## src/rtl/image_rank_buffer.sv

```systemverilog
// Sorted collection buffer for per-image ranking records.
// Records are kept ordered by {colour, avg} on arrival; a full set is streamed out in order.
module image_rank_buffer #(
    parameter int NUM_IMG = 32,
    parameter int AVG_W   = 8,
    parameter int IDX_W   = 5
) (
    input  logic             clk,
    input  logic             reset,
    input  logic             rec_valid,
    input  logic [1:0]       rec_color,
    input  logic [AVG_W-1:0] rec_avg,
    input  logic [IDX_W-1:0] rec_index,
    output logic             busy,
    output logic             out_valid,
    output logic [1:0]       color_index,
    output logic [IDX_W-1:0] image_out_index
);
    localparam int KEY_W = 2 + AVG_W;
    localparam int CNT_W = $clog2(NUM_IMG + 1);
    localparam int PTR_W = (NUM_IMG > 1) ? $clog2(NUM_IMG) : 1;

    typedef enum logic {S_FILL, S_DRAIN} state_t;

    state_t           r_state;
    logic [CNT_W-1:0] r_count;
    logic [PTR_W-1:0] r_rd_ptr;
    logic [1:0]       r_color [NUM_IMG];
    logic [AVG_W-1:0] r_avg   [NUM_IMG];
    logic [IDX_W-1:0] r_idx   [NUM_IMG];
    logic             r_out_valid;
    logic [1:0]       r_out_color;
    logic [IDX_W-1:0] r_out_idx;

    logic [KEY_W-1:0]   w_new_key;
    logic [NUM_IMG-1:0] w_gt;
    logic [NUM_IMG-1:0] w_ins;
    logic [NUM_IMG-1:0] w_shift;
    logic [1:0]         w_nxt_color [NUM_IMG];
    logic [AVG_W-1:0]   w_nxt_avg   [NUM_IMG];
    logic [IDX_W-1:0]   w_nxt_idx   [NUM_IMG];
    logic               w_accept;

    assign busy            = (r_state == S_DRAIN) | r_out_valid;
    assign out_valid       = r_out_valid;
    assign color_index     = r_out_color;
    assign image_out_index = r_out_idx;
    assign w_accept        = rec_valid & ~busy;
    assign w_new_key       = {rec_color, rec_avg};

    // Stored entries strictly greater than the new key form a suffix of the
    // occupied region; they move up one slot and the new record lands just
    // below them, which keeps equal keys in arrival order.
    for (genvar j = 0; j < NUM_IMG; j++) begin : g_slot
        assign w_gt[j] = (CNT_W'(j) < r_count) && ({r_color[j], r_avg[j]} > w_new_key);
        if (j == 0) begin : g_head
            assign w_shift[j]     = 1'b0;
            assign w_ins[j]       = w_gt[j] || (r_count == '0);
            assign w_nxt_color[j] = w_ins[j] ? rec_color : r_color[j];
            assign w_nxt_avg[j]   = w_ins[j] ? rec_avg   : r_avg[j];
            assign w_nxt_idx[j]   = w_ins[j] ? rec_index : r_idx[j];
        end else begin : g_body
            assign w_shift[j]     = w_gt[j-1];
            assign w_ins[j]       = !w_gt[j-1] && (w_gt[j] || (r_count == CNT_W'(j)));
            assign w_nxt_color[j] = w_shift[j] ? r_color[j-1] : (w_ins[j] ? rec_color : r_color[j]);
            assign w_nxt_avg[j]   = w_shift[j] ? r_avg[j-1]   : (w_ins[j] ? rec_avg   : r_avg[j]);
            assign w_nxt_idx[j]   = w_shift[j] ? r_idx[j-1]   : (w_ins[j] ? rec_index : r_idx[j]);
        end
    end

    always_ff @(posedge clk) begin
        if (reset) begin
            r_state     <= S_FILL;
            r_count     <= '0;
            r_rd_ptr    <= '0;
            r_out_valid <= 1'b0;
            r_out_color <= '0;
            r_out_idx   <= '0;
            for (int i = 0; i < NUM_IMG; i++) begin
                r_color[i] <= '0;
                r_avg[i]   <= '0;
                r_idx[i]   <= '0;
            end
        end else begin
            case (r_state)
                S_FILL: begin
                    r_out_valid <= 1'b0;
                    r_out_color <= '0;
                    r_out_idx   <= '0;
                    if (w_accept) begin
                        for (int i = 0; i < NUM_IMG; i++) begin
                            r_color[i] <= w_nxt_color[i];
                            r_avg[i]   <= w_nxt_avg[i];
                            r_idx[i]   <= w_nxt_idx[i];
                        end
                        r_count <= r_count + CNT_W'(1);
                        if (r_count == CNT_W'(NUM_IMG - 1))
                            r_state <= S_DRAIN;
                    end
                end
                S_DRAIN: begin
                    r_out_valid <= 1'b1;
                    r_out_color <= r_color[r_rd_ptr];
                    r_out_idx   <= r_idx[r_rd_ptr];
                    if (r_rd_ptr == PTR_W'(NUM_IMG - 1)) begin
                        r_state  <= S_FILL;
                        r_count  <= '0;
                        r_rd_ptr <= '0;
                    end else begin
                        r_rd_ptr <= r_rd_ptr + PTR_W'(1);
                    end
                end
                default: r_state <= S_FILL;
            endcase
        end
    end
endmodule

```

## config.mk

```make
export PLATFORM = sky130hd
export DESIGN_NAME = image_rank_buffer
export DESIGN_NICKNAME = d
export VERILOG_FILES = /design/src/rtl/image_rank_buffer.sv
export SDC_FILE = /design/constraint.sdc
export NUM_CORES = 1
export LEC_CHECK = 0
export BUFFER_PORTS_ARGS = -buffer_cell sky130_fd_sc_hd__buf_2
export CORE_MARGIN = 4
export CORE_UTILIZATION = 35
export CTS_CLUSTER_SIZE = 8
export DETAILED_ROUTE_END_ITERATION = 10
export PLACE_DENSITY_LB_ADDON = 0.25
export SETUP_SLACK_MARGIN = 0.3
export SYNTH_ARGS = -nofsm -noshare
export SYNTH_HDL_FRONTEND = slang
export SYNTH_SLANG_ARGS = --single-unit
```

## constraint.sdc

```tcl
create_clock -name clk -period 4 [get_ports clk]
set_clock_uncertainty 0.15 [all_clocks]
set_input_delay 0.2 -clock clk [delete_from_list [all_inputs] [get_ports clk]]
set_output_delay 0.2 -clock clk [all_outputs]
set_load 0.02 [all_outputs]
```

### Word-level counts from Yosys, hierarchy flattened

Memory sizes are Yosys's and may differ from the RTL's. A register that Yosys moved wholly into a read port is not among the register bits.
Cells that the tools add are included.

* multipliers: 0
* order comparisons: 64
* multiplexer cells: 306
* divide/modulo/power cells: 0
* equal/unequal tests: 35
* reductions and logical operators: 129
* add/sub/neg operators: 2
* bitwise operators: 100
* shifts and indexed selects: 0

Operators with widths (number)
* 8-bit two-way mux: 95
* 5-bit two-way mux: 100
* 10-bit greater-than comparator: 32
* 2-bit two-way mux: 95
* 1-bit bitwise OR: 97
* 6-bit by 5-bit equality test with 1-bit output, second input constant: 16
* 5-bit by 6-bit < comparator with 1-bit output, first input constant: 16
* 1-bit logical AND: 63
* 6-bit by 4-bit equality test with 1-bit output, second input constant: 8
* 4-bit by 6-bit < comparator with 1-bit output, first input constant: 8
* 1-bit logical OR: 32
* 1-bit logical NOT: 31
* 6-bit by 3-bit equality test with 1-bit output, second input constant: 4
* 3-bit by 6-bit < comparator with 1-bit output, first input constant: 4
* 6-bit by 2-bit equality test with 1-bit output, second input constant: 2
* 1-bit by 6-bit < comparator with 1-bit output, first input constant: 2
* 2-bit by 6-bit < comparator with 1-bit output, first input constant: 2
* 6-bit two-way mux: 2
* 6-bit case mux with 2 select lines: 1
* 5-bit case mux with 2 select lines: 1
* 1-bit two-way mux: 9
* 6-bit by 1-bit adder with 6-bit output, second input constant: 1
* 6-bit by 1-bit equality test with 1-bit output, second input constant: 1
* 6-bit logical NOT: 1
* other kinds (9): 13

* memory bits (writable): 480
* latch bits: 0
* bits of input ports: 18
* register bits: 20
* memories: 3
* output and inout port bits: 9
* memory bits (read-only): 0

Memory list
* r_avg: words 32, bits a word 8, rd ports 32, clocked after Yosys merged registers in 0, write ports 32, RTL line 29 `logic [AVG_W-1:0] r_avg [NUM_IMG];`
* r_idx: words 32, bits a word 5, rd ports 32, clocked after Yosys merged registers in 1, write ports 32, RTL line 30 `logic [IDX_W-1:0] r_idx [NUM_IMG];`
* r_color: words 32, bits a word 2, rd ports 33, clocked after Yosys merged registers in 1, write ports 32, RTL line 28 `logic [1:0] r_color [NUM_IMG];`

### Logic depth before layout (Yosys ltp)

* depth in word-level cells: 9
* depth in mapped cells: 10
* gate-level depth less buffers: 7

### Worst setup path after synthesis

Ideal clock, no wire load.

* kind: input port to flip-flop
* start: in rec_avg[5]
* end: mem r_avg[2][0] (netlist: r_avg[0][16]), enable pin
* stages on the path: 9
* path slack: 422 ps
* path buffers: 2
* arrival time: 3031 ps
* required time: 3454 ps
* cell sequence: buf_1 inv_1 ha_1 nand4_1 a211oi_1 a2111o_1 clkbuf_1 a21oi_1 a31oi_1

RTL lines
* start, declared: RTL line 12 `input logic [AVG_W-1:0] rec_avg,`
* end, declared: RTL line 29

==> results.yml <==
run_status:
  status: "completed"
yosys:
  yosys_warnings: 0
  synth_edf_count: 480
  asyncSetResetFlopFracSynth: 0
  netlist_area_um2: 34130
  ys_ff_latch: 505
  synth_nets: 3762
  synthDistinctLibCells: 65
  synthFlopType: "edfxtp_1"
  synth_cells: 3419
  synth_seq_area_share: 0.4369
  syn_avg_cell_area_um2: 9.984
global_route:
  grt_pass1_wl_um: 185400
  grt_max_degree: 131
  antenna_found_initial: 3
  grt-ovfl-total: 0
  grtUsageTotal: 0.2368
  grt_pass1_vias: 28090
cts:
  cts_max_level: 3
  clk_pin_slew_ps: 50
  clk-insertion-delay-late_ps: 650
  cts.repair.resized: 0
  clk_path_buf_depth: 3
  numCtsBuffers: 75
  post_cts.repair.setup_buffers: 0
  cts_tree: "done"
  cts_sinks: 505
  cts_root_buffer: "clkbuf_16"
placed_design:
  routabilityCongestion: 0.9035
  hpwl_um: 83230
  dp_slack_ps: 573.7
  io_buffers: 26
  placed_area_um2: 36130
min_path:
  min_from: "rec_avg[4]"
  hold_class: "input port to flip-flop"
floorplanning:
  dieHeight_um: 320.3
  core_area_um2: 96710
  dieArea_um2: 102600
  start_util: 0.3530
  die_w_um: 320.3
  ios: 27
  rows: 114
final_layout:
  fillers: 9500
  final_util: 0.3958
  seq_area_um2: 14920
  stdcell_area_um2: 38280
  drive_gt1_frac: 0.1184
  nNetsFinal: 3755
  syn_to_final_growth_pct: 12.13
  multiInputGateArea_um2: 17830
power:
  p_comb_frac: 0.150
  clock_power_share: 0.412
  ir_drop_uv: 274.0
  switching_share: 0.2901
  seqPwrFrac: 0.438
  cellLeakagePower_nw: 13.17
  powerDensity_nw_per_um2: 379.6
  p_int_mw: 10.32
  p_sw_mw: 4.215
sta:
  finalCriticalPeriod_ps: 3424
  finalSetupViolCount: 0
  period_share: 0.8561
  hold_viol_final: 0
  rsz0062_at_grt: "false"
  worst_slew_pin_slew_ps: 1072
  slew_violations: 0
  tns_ps: 0
  fin_ws_ps: 575.7
  clock.fmax_ghz: 0.2920
  slew_headroom: 0.2841
detailed_routing:
  drt-initial-drc-count: 3515
  first_pass_iters: 8
  num_vias: 29740
  ant_nets: 0
  drc_errors: 0
  wl_per_cell_um: 26.45
  viasPerCell: 6.286
  finalWirelength_um: 125100
critical_path:
  cp_slowest_cell: "o41a_1"
  crit_start: "r_count[1]"
  crit_family: "compound AO/OA/AOI/OAI gates"
  path_common_cell: "inv_1"
  crit_buf_inv: 2
  worstSetupEndpointType: "flip-flop"
  r2r-start: "r_count[1]"
  crit_chain: "inv_1 -> ha_1 -> inv_1 -> nor3_2 -> a311o_1 -> nor2_1 -> o41a_1"
  max_stage_delay_ps: 690
  cp_max_fo: 16
  path_class: "flip-flop to flip-flop"
  required_ps: 4110
  crit_path_start_kind: "flip-flop"
  crit_arrival_ps: 3530
  reg2reg_slack_ps: 580
run:
  cap_violations: 0
-- power groups by stage --
stage | logic, mW | registers (mW) | clock network, mW
finish | 2.17 | 6.37 | 5.99
global placement | 2.09 | 6.46 | 0
detailed placement | 2.13 | 6.46 | 0
floorplan | 1.39 | 6.33 | 0
global route | 2.39 | 6.38 | 6.29
CTS | 2.14 | 6.36 | 6.07
-- cell usage after synthesis (all sizes together) (13+ instances only) --
library cell,number,area [um2]
a21oi,599,2998
mux4,70,1635
a32oi,13,166.4
a31o,13,113.9
dfxtp,25,500.5
nand3,473,2367
a31oi,22,175.2
a2111oi,29,447.9
o21ai,534,2673
nor3,13,96.35
and4,31,271.5
a2111o,29,326.6
nand2b,37,231.5
nand4,66,412.9
nand2,58,217.7
edfxtp,480,14410
a211oi,59,442.9
nor2,103,386.6
inv,79,296.5
ha,325,4066
buf,64,356.6
clkbuf,207,777.0
-- through the flow --
step	cells	power [mW]	hold WS, ps
global placement	4608	8.557	378.3
detailed placement	4608	8.583	381.5
floorplan	3419	7.720	263.1
CTS	4730	14.57	2.763
global route	4730	15.06	42.09
finish	4731	14.53	40.97
-- final timing paths --
path / endpoint / depth (start not counted)
setup / recovery: r_avg[0][35] / 7
hold / removal: r_avg[0][4] / 4
setup reg to reg: r_avg[0][35] / 7
hold reg to reg: r_rd_ptr[4] / 2
-- worst min-delay path: stages --
cell,delay [ps]
buf_2,100
inv_2,70
buf_12,160
nor2_1,130
-- registers in the layout (all words and copies together) (netlist names), named ones only --
register,cells
r_rd_ptr,5
image_out_index,5
r_state,1
r_color,64
color_index,2
r_idx,160
out_valid,1
r_count,6
r_avg,256
-- layer usage --
layer,global-route usage,routed length (um)
met1,0.3381,54420
met2,0.3670,55780
met3,0.03811,10840
met4,0.07895,4071
met5,0,25
-- cells in the final DEF (no fill, tap or decap), types with 24 or more instances in the layout --
cell	netlist	final
a211oi_1	59	59
o21ai_0	455	455
nand2b_1	37	36
a2111oi_2	28	27
clkbuf_16	0	76
buf_2	33	24
o21ai_1	79	79
mux4_2	53	53
ha_1	325	325
nor2_1	103	101
nand3_1	473	473
nand4_1	66	66
clkbuf_1	207	34
a21oi_1	599	599
a2111o_1	29	29
buf_4	9	146
inv_1	79	70
and4_1	31	31
nand2_1	58	58
edfxtp_1	480	480
-- cells by family after synthesis --
kind of cell	after synthesis	synth area share
AO/OA/AOI/OAI	1347	0.2280
XOR/XNOR	4	0.001027
buffers and inverters	350	0.04190
flip-flops	505	0.4369
AND/OR/NAND/NOR	815	0.1243
adder cells (fa/ha/maj)	325	0.1191
multiplexers	73	0.04879
-- final cells by class --
type | count | share of cell area
diodes | 1 | 0.00006538
clock buffers | 110 | 0.05302
clock inverters | 9 | 0.002223
inverters | 79 | 0.007747
multi-input cells | 2564 | 0.4657
flip-flops and latches | 505 | 0.3898
well taps | 1276 | 0.04171
repair buffers | 187 | 0.03972
-- repair_timing --
item                                   4_1_cts  5_1_grt
endpoints found under the hold margin       10        0
hold buffers                                 3        0
setup endpoints to repair                    0        0
Note: power is estimated with default switching activity, not from simulation.
